`src/rtl/gost_pkg.sv`:
```
// ============================================================================
// gost_pkg : shared constants, FSM encoding and key-schedule helper
// Rev 1.0
// ============================================================================
`default_nettype none

package gost_pkg;

  localparam int R_WIDTH     = 32;
  localparam int TDATA_WIDTH = 2 * R_WIDTH;
  localparam int KEY_WIDTH   = 8 * R_WIDTH;
  localparam int SHIFT_VAL   = 11;
  localparam int ROUNDS      = 32;
  localparam int CNT_WIDTH   = $clog2(ROUNDS);

  typedef enum logic [1:0] {
    IDLE = 2'd0,
    RUN  = 2'd1,
    DONE = 2'd2
  } state_t;

  // Decrypt order: K0..K7 once forward, then K7..K0 three times.
  function automatic logic [2:0] dec_key_idx(input logic [CNT_WIDTH-1:0] r);
    if (r[CNT_WIDTH-1:3] == '0) begin
      return r[2:0];
    end
    return 3'd7 - r[2:0];
  endfunction

endpackage

`default_nettype wire

```
`src/rtl/gost_replacer.sv`:
```
// ============================================================================
// gost_replacer : 32-bit nibble-wise substitution (RFC 8891 pi tables)
// Rev 1.0
// ============================================================================
`default_nettype none

module gost_replacer (
  input  logic [31:0] i_data,
  output logic [31:0] o_data
);

  // Row i substitutes nibble i (bits 4i+3:4i).
  localparam int c_sbox [8][16] = '{
    '{12,  4,  6,  2, 10,  5, 11,  9, 14,  8, 13,  7,  0,  3, 15,  1},
    '{ 6,  8,  2,  3,  9, 10,  5, 12,  1, 14,  4,  7, 11, 13,  0, 15},
    '{11,  3,  5,  8,  2, 15, 10, 13, 14,  1,  7,  4, 12,  9,  6,  0},
    '{12,  8,  2,  1, 13,  4, 15,  6,  7,  0, 10,  5,  3, 14,  9, 11},
    '{ 7, 15,  5, 10,  8,  1,  6, 13,  0,  9,  3, 14, 11,  4,  2, 12},
    '{ 5, 13, 15,  6,  9,  2, 12, 10, 11,  7,  8,  1,  4,  3, 14,  0},
    '{ 8, 14,  2,  5,  6,  9,  1, 12, 15,  4, 11,  0, 13, 10,  3,  7},
    '{ 1,  7, 14, 13,  0,  5,  8,  3,  4, 15, 10,  6,  9, 12, 11,  2}
  };

  for (genvar i = 0; i < 8; i++) begin : g_nibble
    assign o_data[4*i +: 4] = 4'(c_sbox[i][i_data[4*i +: 4]]);
  end

endmodule

`default_nettype wire

```
`src/rtl/gost_round.sv`:
```
// ============================================================================
// gost_round : one combinational Magma Feistel round, shared by enc/dec cores
// Rev 1.0
// ============================================================================
`default_nettype none

module gost_round
  import gost_pkg::*;
(
  input  logic [TDATA_WIDTH-1:0] i_block,
  input  logic [R_WIDTH-1:0]     i_subkey,
  input  logic                   i_last,
  output logic [TDATA_WIDTH-1:0] o_block
);

  logic [R_WIDTH-1:0] w_a0;
  logic [R_WIDTH-1:0] w_a1;
  logic [R_WIDTH-1:0] w_sum;
  logic [R_WIDTH-1:0] w_sub;
  logic [R_WIDTH-1:0] w_f;
  logic [R_WIDTH-1:0] w_x;

  assign w_a0  = i_block[R_WIDTH-1:0];
  assign w_a1  = i_block[TDATA_WIDTH-1:R_WIDTH];
  assign w_sum = w_a0 + i_subkey;

  gost_replacer u_replacer (
    .i_data (w_sum),
    .o_data (w_sub)
  );

  assign w_f = (w_sub << SHIFT_VAL) | (w_sub >> (R_WIDTH - SHIFT_VAL));
  assign w_x = w_a1 ^ w_f;

  // The final round leaves the halves unswapped.
  assign o_block = i_last ? {w_x, w_a0} : {w_a0, w_x};

endmodule

`default_nettype wire

```
`src/rtl/gost_dec_core.sv`:
```
// ============================================================================
// gost_dec_core : iterative Magma block decryptor, one round per clock
// Rev 1.0
// ============================================================================
`default_nettype none

module gost_dec_core
  import gost_pkg::*;
(
  input  logic                   clk_i,
  input  logic                   ss_aresetn_i,
  input  logic [KEY_WIDTH-1:0]   key_i,
  input  logic                   ss_tvalid_i,
  input  logic [TDATA_WIDTH-1:0] ss_tdata_i,
  output logic                   ss_tready_o,
  output logic                   sm_aresetn_o,
  output logic                   sm_tvalid_o,
  output logic [TDATA_WIDTH-1:0] sm_tdata_o,
  input  logic                   sm_tready_i
);

  state_t                 r_state;
  state_t                 w_state_nxt;
  logic [CNT_WIDTH-1:0]   r_cnt;
  logic [TDATA_WIDTH-1:0] r_block;
  logic [KEY_WIDTH-1:0]   r_key;

  logic                   w_load;
  logic                   w_last;
  logic [2:0]             w_key_idx;
  logic [R_WIDTH-1:0]     w_subkeys [8];
  logic [R_WIDTH-1:0]     w_subkey;
  logic [TDATA_WIDTH-1:0] w_round_out;

  // K0 sits in the most significant word of the key.
  for (genvar i = 0; i < 8; i++) begin : g_subkey
    assign w_subkeys[i] = r_key[KEY_WIDTH-1-R_WIDTH*i -: R_WIDTH];
  end

  assign w_key_idx = dec_key_idx(r_cnt);
  assign w_subkey  = w_subkeys[w_key_idx];
  assign w_last    = (r_cnt == CNT_WIDTH'(ROUNDS - 1));

  gost_round u_round (
    .i_block  (r_block),
    .i_subkey (w_subkey),
    .i_last   (w_last),
    .o_block  (w_round_out)
  );

  always_comb begin
    w_state_nxt = r_state;
    ss_tready_o = 1'b0;
    w_load      = 1'b0;
    case (r_state)
      IDLE: begin
        ss_tready_o = 1'b1;
        if (ss_tvalid_i) begin
          w_load      = 1'b1;
          w_state_nxt = RUN;
        end
      end
      RUN: begin
        if (w_last) begin
          w_state_nxt = DONE;
        end
      end
      DONE: begin
        // Accepting in DONE lets a new block start as the old one leaves.
        ss_tready_o = sm_tready_i;
        if (sm_tready_i) begin
          w_load      = ss_tvalid_i;
          w_state_nxt = ss_tvalid_i ? RUN : IDLE;
        end
      end
      default: w_state_nxt = IDLE;
    endcase
  end

  always_ff @(posedge clk_i or negedge ss_aresetn_i) begin
    if (!ss_aresetn_i) begin
      r_state <= IDLE;
      r_cnt   <= '0;
      r_block <= '0;
      r_key   <= '0;
    end else begin
      r_state <= w_state_nxt;
      if (w_load) begin
        r_block <= ss_tdata_i;
        r_key   <= key_i;
        r_cnt   <= '0;
      end else if (r_state == RUN) begin
        r_block <= w_round_out;
        r_cnt   <= r_cnt + 1'b1;
      end
    end
  end

  assign sm_aresetn_o = ss_aresetn_i;
  assign sm_tvalid_o  = (r_state == DONE);
  assign sm_tdata_o   = r_block;

endmodule

`default_nettype wire
```
`config.mk`:
```
export PLATFORM = sky130hd
export DESIGN_NAME = gost_dec_core
export DESIGN_NICKNAME = d
export VERILOG_FILES = /design/src/rtl/gost_pkg.sv /design/src/rtl/gost_replacer.sv /design/src/rtl/gost_round.sv /design/src/rtl/gost_dec_core.sv
export SDC_FILE = /design/constraint.sdc
export NUM_CORES = 1
export LEC_CHECK = 0
export CAP_MARGIN = 0
export CORE_MARGIN = 2
export CORE_UTILIZATION = 30
export DETAILED_ROUTE_END_ITERATION = 10
export PLACE_DENSITY = 0.62
export SLEW_MARGIN = 20
export SYNTH_ARGS = -nofsm -noshare
export SYNTH_HDL_FRONTEND = slang
export SYNTH_SLANG_ARGS = --single-unit
```
`constraint.sdc`:
```
create_clock -name clk_i -period 6.8 [get_ports clk_i]
set_input_delay 0.68 -clock clk_i [delete_from_list [all_inputs] [get_ports clk_i]]
set_output_delay 0.68 -clock clk_i [all_outputs]
set_load 0.005 [all_outputs]
```
==> results.tsv <==
metric	value	unit
min Tclk post-route	6.10	ns
CTS sink cnt	327	
CP arrival	6.53	ns
# setup viols final	0	
Vias/cell	5.06	
clk_skew	0.0137	ns
post-synthesis sequential area ratio	45.0	%
Post-Syn Area	18200	um^2
CP max stage delay	0.53	ns
TritonCTS clock tree	done	
first-pass GRT wire length	96.1	mm
Most used DFF post-synth	dfrtp_1	
endpoints failing hold	0	
Routability Congestion	0.890	
share of cells above drive strength 1	9.28	%
Post-layout nets	2708	
TritonRoute pass-1 iters	5	
worst-skew pair later-pin latency	0.55	ns
relative slew slack	29.1	%
cell row count	90	
Final Cycle Share	89.7	%
Req. time, crit path	7.22	ns
clock transition at the registers of the reported paths	0.06	ns
port bufs	390	
crit end category	register	
Setup Crit Path Kind	register to register	
post-synthesis cell type count	65	
CTS-repair resized insts	0	
Die Ht	250	um
Slowest-stage cell, CP	mux4_2	
commonest non-fill, non-tap cells in the layout	nand2_1 (839), clkdlybuf4s50_1 (389), dfrtp_1 (327)	
Synth Register Bits	327	
clock root buffer	clkbuf_16	
YS warnings	0	
maxcap violations	0	
ys async rst share	100	%
Die W	250	um
DR WL/cell	20.1	um
Starting Density	30.3	%
initial DRC count	1136	
grt ovf	0	
vias in the first global route	16200	
commonest non-fill, non-tap cell in the layout	nand2_1	
routed wire length	62.9	mm
GRT Total Usage	19.9	%
Syn Area/Cell	9.25	um^2
Fill cells	5932	
CTS H-Tree Depth	2	
Slew Limit Fails	0	
status	completed	
core area	60100	um^2
Fmax	164	MHz
DP HPWL	47.4	mm
Final ANT Viol Nets	0	
syn_nets	2364	
via count	15800	
antenna violations before repair	4	
slew at the pin closest to its max-slew limit	1.06	ns
Die ar.	62700	um^2
Post-CTS Setup Bufs	0	
worst-path cell chain	nor2_2 > buf_4 > xnor2_2 > buf_12 > mux4_2 > mux2_2 > ha_1 > fa_1 > a21o_1 > a221oi_2 > o211ai_2 > a31o_2 > a31o_2 > xor2_1 > inv_1 > ha_1 > mux4_2 > xnor2_1 > mux2i_1 > o221a_2	
Max FO, Critical Path	30	
Residual DRC	0	
TritonCTS Buffers	38	
cells after synthesis	1968	
Max Buffers Root-to-Sink	3	
HP Class	primary input to async pin	
Post-synth EDFFs	0	
largest net degree at the start of global routing	176	
area added between synthesis and finish	33.0	%
setup TNS	0	ns
CTS Hold Bufs	0	
CP startpoint kind	register	
RSZ-0062 raised after global routing	false	
Ports	391	
## cells in the mapped netlist (all sizes together), types with 8 or more instances
library cell  count  area share, %
and2              9           0.31
mux4             76            9.4
mux2i            30            1.6
nor2             37           0.78
o221ai            8           0.39
dfrtp           327             45
a211oi           13           0.54
or3               8           0.28
xor2             30            1.4
a21oi            49            1.3
a21o             24           0.99
buf               8           0.21
and3              9           0.31
nand3            13           0.36
a22oi            33            1.4
ha               71            4.9
a221oi            8           0.45
nor3             13           0.36
clkbuf           98            2.0
xnor2            46            2.3
o21ai            75            2.1
inv              32           0.66
nand2           840             17
mux2             34            2.1
## per-layer routing
| metal | global-route usage, % | wire length, um | share of wire (%) | up-vias |
|---|---|---|---|---|
| met5 | 0 | 38 | 0.060 | - |
| met2 | 31.4 | 28500 | 45 | 559 |
| met3 | 4.57 | 4410 | 7.0 | 96 |
| met1 | 27.3 | 28000 | 45 | 7780 |
| li1 | - | - | - | 7358 |
| met4 | 5.95 | 1880 | 3.0 | 6 |
## flip-flops by register name, summed over array words and instances, names as in the netlist
| register | count |
|---|---|
| r_cnt | 5 |
| r_key | 256 |
| r_state | 2 |
| sm_tdata_o | 64 |
## final cells by class
| type | count | area (um^2) | share of cell area, % |
|---|---|---|---|
| inverters | 32 | 120 | 0.496 |
| multi-input cells | 1503 | 9530 | 39.4 |
| clock buffers | 54 | 1130 | 4.68 |
| clock inverters | 13 | 140 | 0.579 |
| repair buffers | 410 | 4110 | 17.0 |
| diodes | 1 | 2.50 | 0.0103 |
| well taps | 782 | 978 | 4.04 |
| flip-flops and latches | 327 | 8180 | 33.8 |
## stage by stage
step | setup WS, ns | util, % | std cells | area, um^2 | hold WS [ns]
6_report | 0.698 | 40.2 | 3122 | 24200 | 0.109
5_1_grt | 0.330 | 40.2 | 3121 | 24200 | 0.128
3_3_place_gp | 0.899 | 38.1 | 3054 | 22900 | 0.452
4_1_cts | 0.700 | 40.2 | 3121 | 24200 | 0.104
2_1_floorplan | 0.782 | - | 1968 | 18200 | 0.384
3_5_place_dp | 0.726 | 38.1 | 3054 | 22900 | 0.457
## critical path: cells and delay by family, from the launching register on
family,cells,cell delay (ns)
simple gates,1,0.11
xor+xnor,3,0.69
mux,4,1.43
buf+inv,3,0.66
fa+ha+maj,3,0.93
flops,1,0.41
compound gates,6,1.72
## final timing paths
kind | start | to | slack [ns] | depth (start not counted)
hold reg to reg | r_key[41]$_DFFE_PN0P_ | r_key[41]$_DFFE_PN0P_ | 0.47 | 2
min in group clk_i | r_key[41]$_DFFE_PN0P_ | r_key[41]$_DFFE_PN0P_ | 0.47 | 2
max in group asynchronous | ss_aresetn_i | r_key[152]$_DFFE_PN0P_ | 5.27 | 2
setup reg to reg | r_cnt[3]$_DFFE_PN0P_ | sm_tdata_o[63]$_DFFE_PN0P_ | 0.70 | 20
hold / removal | ss_aresetn_i | sm_tdata_o[55]$_DFFE_PN0P_ | 0.11 | 1
setup / recovery | r_cnt[3]$_DFFE_PN0P_ | sm_tdata_o[63]$_DFFE_PN0P_ | 0.70 | 20
## logic make-up after synthesis
kind of cell / count (synthesis) / share of synthesized area [%]
AOI/OAI and AO/OA: 260 / 9.65
xor gates and xnor gates: 76 / 3.70
adders and majority gates: 72 / 4.99
buffers and inverters: 138 / 2.89
DFF: 327 / 45.0
muxes: 140 / 13.2
and+or+nand+nor: 955 / 20.6
Power is left out: the tool's default activity adds up to more than one toggle a clock period on the data nets, which glitch-free logic cannot reach.
==> edit: new RTL, same settings <==
Set the package constant `ROUNDS` to 64 (it was 32).
--- a/src/rtl/gost_pkg.sv
+++ b/src/rtl/gost_pkg.sv
@@ -12,3 +12,3 @@
   localparam int SHIFT_VAL   = 11;
-  localparam int ROUNDS      = 32;
+  localparam int ROUNDS      = 64;
   localparam int CNT_WIDTH   = $clog2(ROUNDS);
Check against the original RTL: not settled (the Yosys comparison gave no result); the edit may change what the design does.
==> edit against the original RTL <==
  * Worst setup slack got worse by 0.047 ns
  * Area after synthesis rose by 1.2%
  * Count of clock-buffer cells in the layout rose by 1
  * Non-clock buffer count rose by 1
  * Cell area rose by 1.1%
  * Sequential cell count rose by 1
  * Wire length rose by 4.6%
Power is not shown: default switching activity piles up to over one toggle a cycle in this logic, so the estimate is an artifact.
==> edit: results (changes against the original RTL) <==
Routing
  – Initial drt markers: 1,237 (was 1,136)
  – Pre-antenna DRT Iters: 6 (was 5)
  – # DRC: 0 (unchanged)
  – DR vias/cell: 5.09 (was 5.06)
  – Routed wire per std cell: 20.7 um (was 20.1 um)

Clocking
  – Clock buffer depth: 3 (unchanged)
  – H-tree levels: 2 (unchanged)
  – Post_cts resized: 0 (unchanged)
  – Post-CTS Setup Bufs: 0 (unchanged)
  – Clk root buf: clkbuf_16 (unchanged)
  – Worst-Skew Late Latency: 0.58 ns (was 0.55 ns)
  – Num CTS Buffers: 40 (was 38)
  – Clk slew on worst S/H paths: 0.06 ns (about the same)

Global route
  – First-pass GRT wire length: 99,200 um (was 96,100 um)
  – Vias in the first global route: 16,300 (was 16,200)
  – GRT Overall Usage: 20.5% (was 19.9%)
  – Initial antenna violation count: 6 (was 4)
  – Largest net degree at the start of global routing: 181 (was 176)

Worst setup path
  – Crit-path max FO: 30 (unchanged)
  – Worst EP arrival: 6.59 ns (was 6.53 ns)

Cells and area
  – Share of layout cells above drive strength 1: 9.03% (was 9.28%)
  – Fillers: 5,889 (was 5,932)
  – Fin nets: 2,757 (was 2,708)
  – Top reg by flops: r_key (unchanged)
  – Max reg flops: 256 (unchanged)

Synth
  – Register area share after synthesis: 44.6% (was 45.0%)
  – Synth Area in Compound Gates: 10.0% (was 9.65%)
  – Yosys warning count: 0 (unchanged)
  – Post-synthesis xor/xnor area fraction: 3.63% (was 3.70%)
  – Synth async-reset ratio: 100% (unchanged)
  – Top cells by count, synth: nand2_1, dfrtp_1, clkbuf_1, mux4_2, ha_1 (unchanged)
  – Post-Syn Nets: 2,420 (was 2,364)
  – Adder-cell share of the synthesized area: 4.86% (was 4.99%)
  – Post-synthesis cell type count: 73 (was 65)
  – Mux cell area share after synthesis: 12.3% (was 13.2%)
  – Synth area leaders: dfrtp_1, nand2_1, mux4_2 (unchanged)

Place
  – DP Wirelength: 49,500 um (was 47,400 um)
  – GP Congestion: 0.912 (was 0.890)
  – Port bufs: 390 (unchanged)

Timing
  – Final Hold Viols: 0 (unchanged)
  – Slew HR: 33.3% (was 29.1%)
  – Skew final: 0.0253 ns (was 0.0137 ns)

Status
  – Run status: completed (unchanged)

Min path
  – Hold Path Class: in2async (unchanged)
-- edit: changes by cell type in the layout (fill, tap and decap cells not counted), moves of 7 or more --
| cell | change |
|---|---|
| nor2_1 | +21 |
| mux2i_1 | -13 |
| a21oi_1 | +10 |
| and3_1 | +10 |
| nand2_1 | -10 |
| a21o_1 | -8 |
| nand4_1 | +8 |
| o211ai_1 | +8 |
| o21ai_1 | +7 |
-- edit: cell families after synthesis --
logic type | after synthesis
AND/OR/NAND/NOR | 992
flip-flops | 328
AO/OA/AOI/OAI | 283
buffers and inverters | 149
multiplexers | 128
XOR/XNOR | 74
adder cells (fa/ha/maj) | 71
-- edit: path summary, 6_finish.rpt --
kind | startpoint | endpoint | slack [ns] | cells after the start
max | r_cnt[3] | sm_tdata_o[32] | 0.65 | 20
min in group clk_i | r_key[41] | r_key[41] | 0.47 | 2
min | ss_aresetn_i | sm_tdata_o[26] | 0.07 | 1
max in group asynchronous | ss_aresetn_i | r_key[139] | 4.73 | 3
min reg2reg | r_key[41] | r_key[41] | 0.47 | 2
max reg2reg | r_cnt[3] | sm_tdata_o[32] | 0.65 | 20
-- edit: layout make-up --
cell class	instances	area share (%)
Inverter	33	0.506
Antenna cell	1	0.0102
Tap cell	782	4.00
Clock buffer	55	4.61
Sequential cell	328	33.5
Multi-Input combinational cell	1548	39.6
Clock inverter	18	0.966
Timing Repair Buffer	411	16.8
-- edit: worst max-delay path, cell delays in order, from the launching register on --
cell and delay (ns):
dfrtp_1 0.46, nor3_4 0.53, xnor2_2 0.27, buf_12 0.32
mux4_2 0.53, mux2_2 0.28, ha_1 0.34, a21o_1 0.21
a31oi_1 0.26, a21oi_1 0.15, o211a_1 0.29, o21a_1 0.26
nor2b_1 0.29, xor2_1 0.34, inv_1 0.14, ha_1 0.30
mux2_1 0.28, mux2i_1 0.17, xnor2_1 0.17, o21ai_1 0.08
a221o_1 0.32
-- edit: stage by stage --
stage	instance area [um^2]	instances	worst slack [ns]
6_report	24500	3176	0.652
5_1_grt	24500	3175	0.206
4_1_cts	24500	3175	0.624
3_5_place_dp	23100	3102	0.649
3_3_place_gp	23100	3102	0.814
2_1_floorplan	18400	2025	0.764
-- edit: per-layer routing --
metal,track usage [%],part of all wire [%],up-vias
li1,-,-,7538
met1,29.5,46,7953
met2,31.8,44,593
met3,4.29,8.0,83
met4,4.62,2.0,6
met5,0,0.062,-
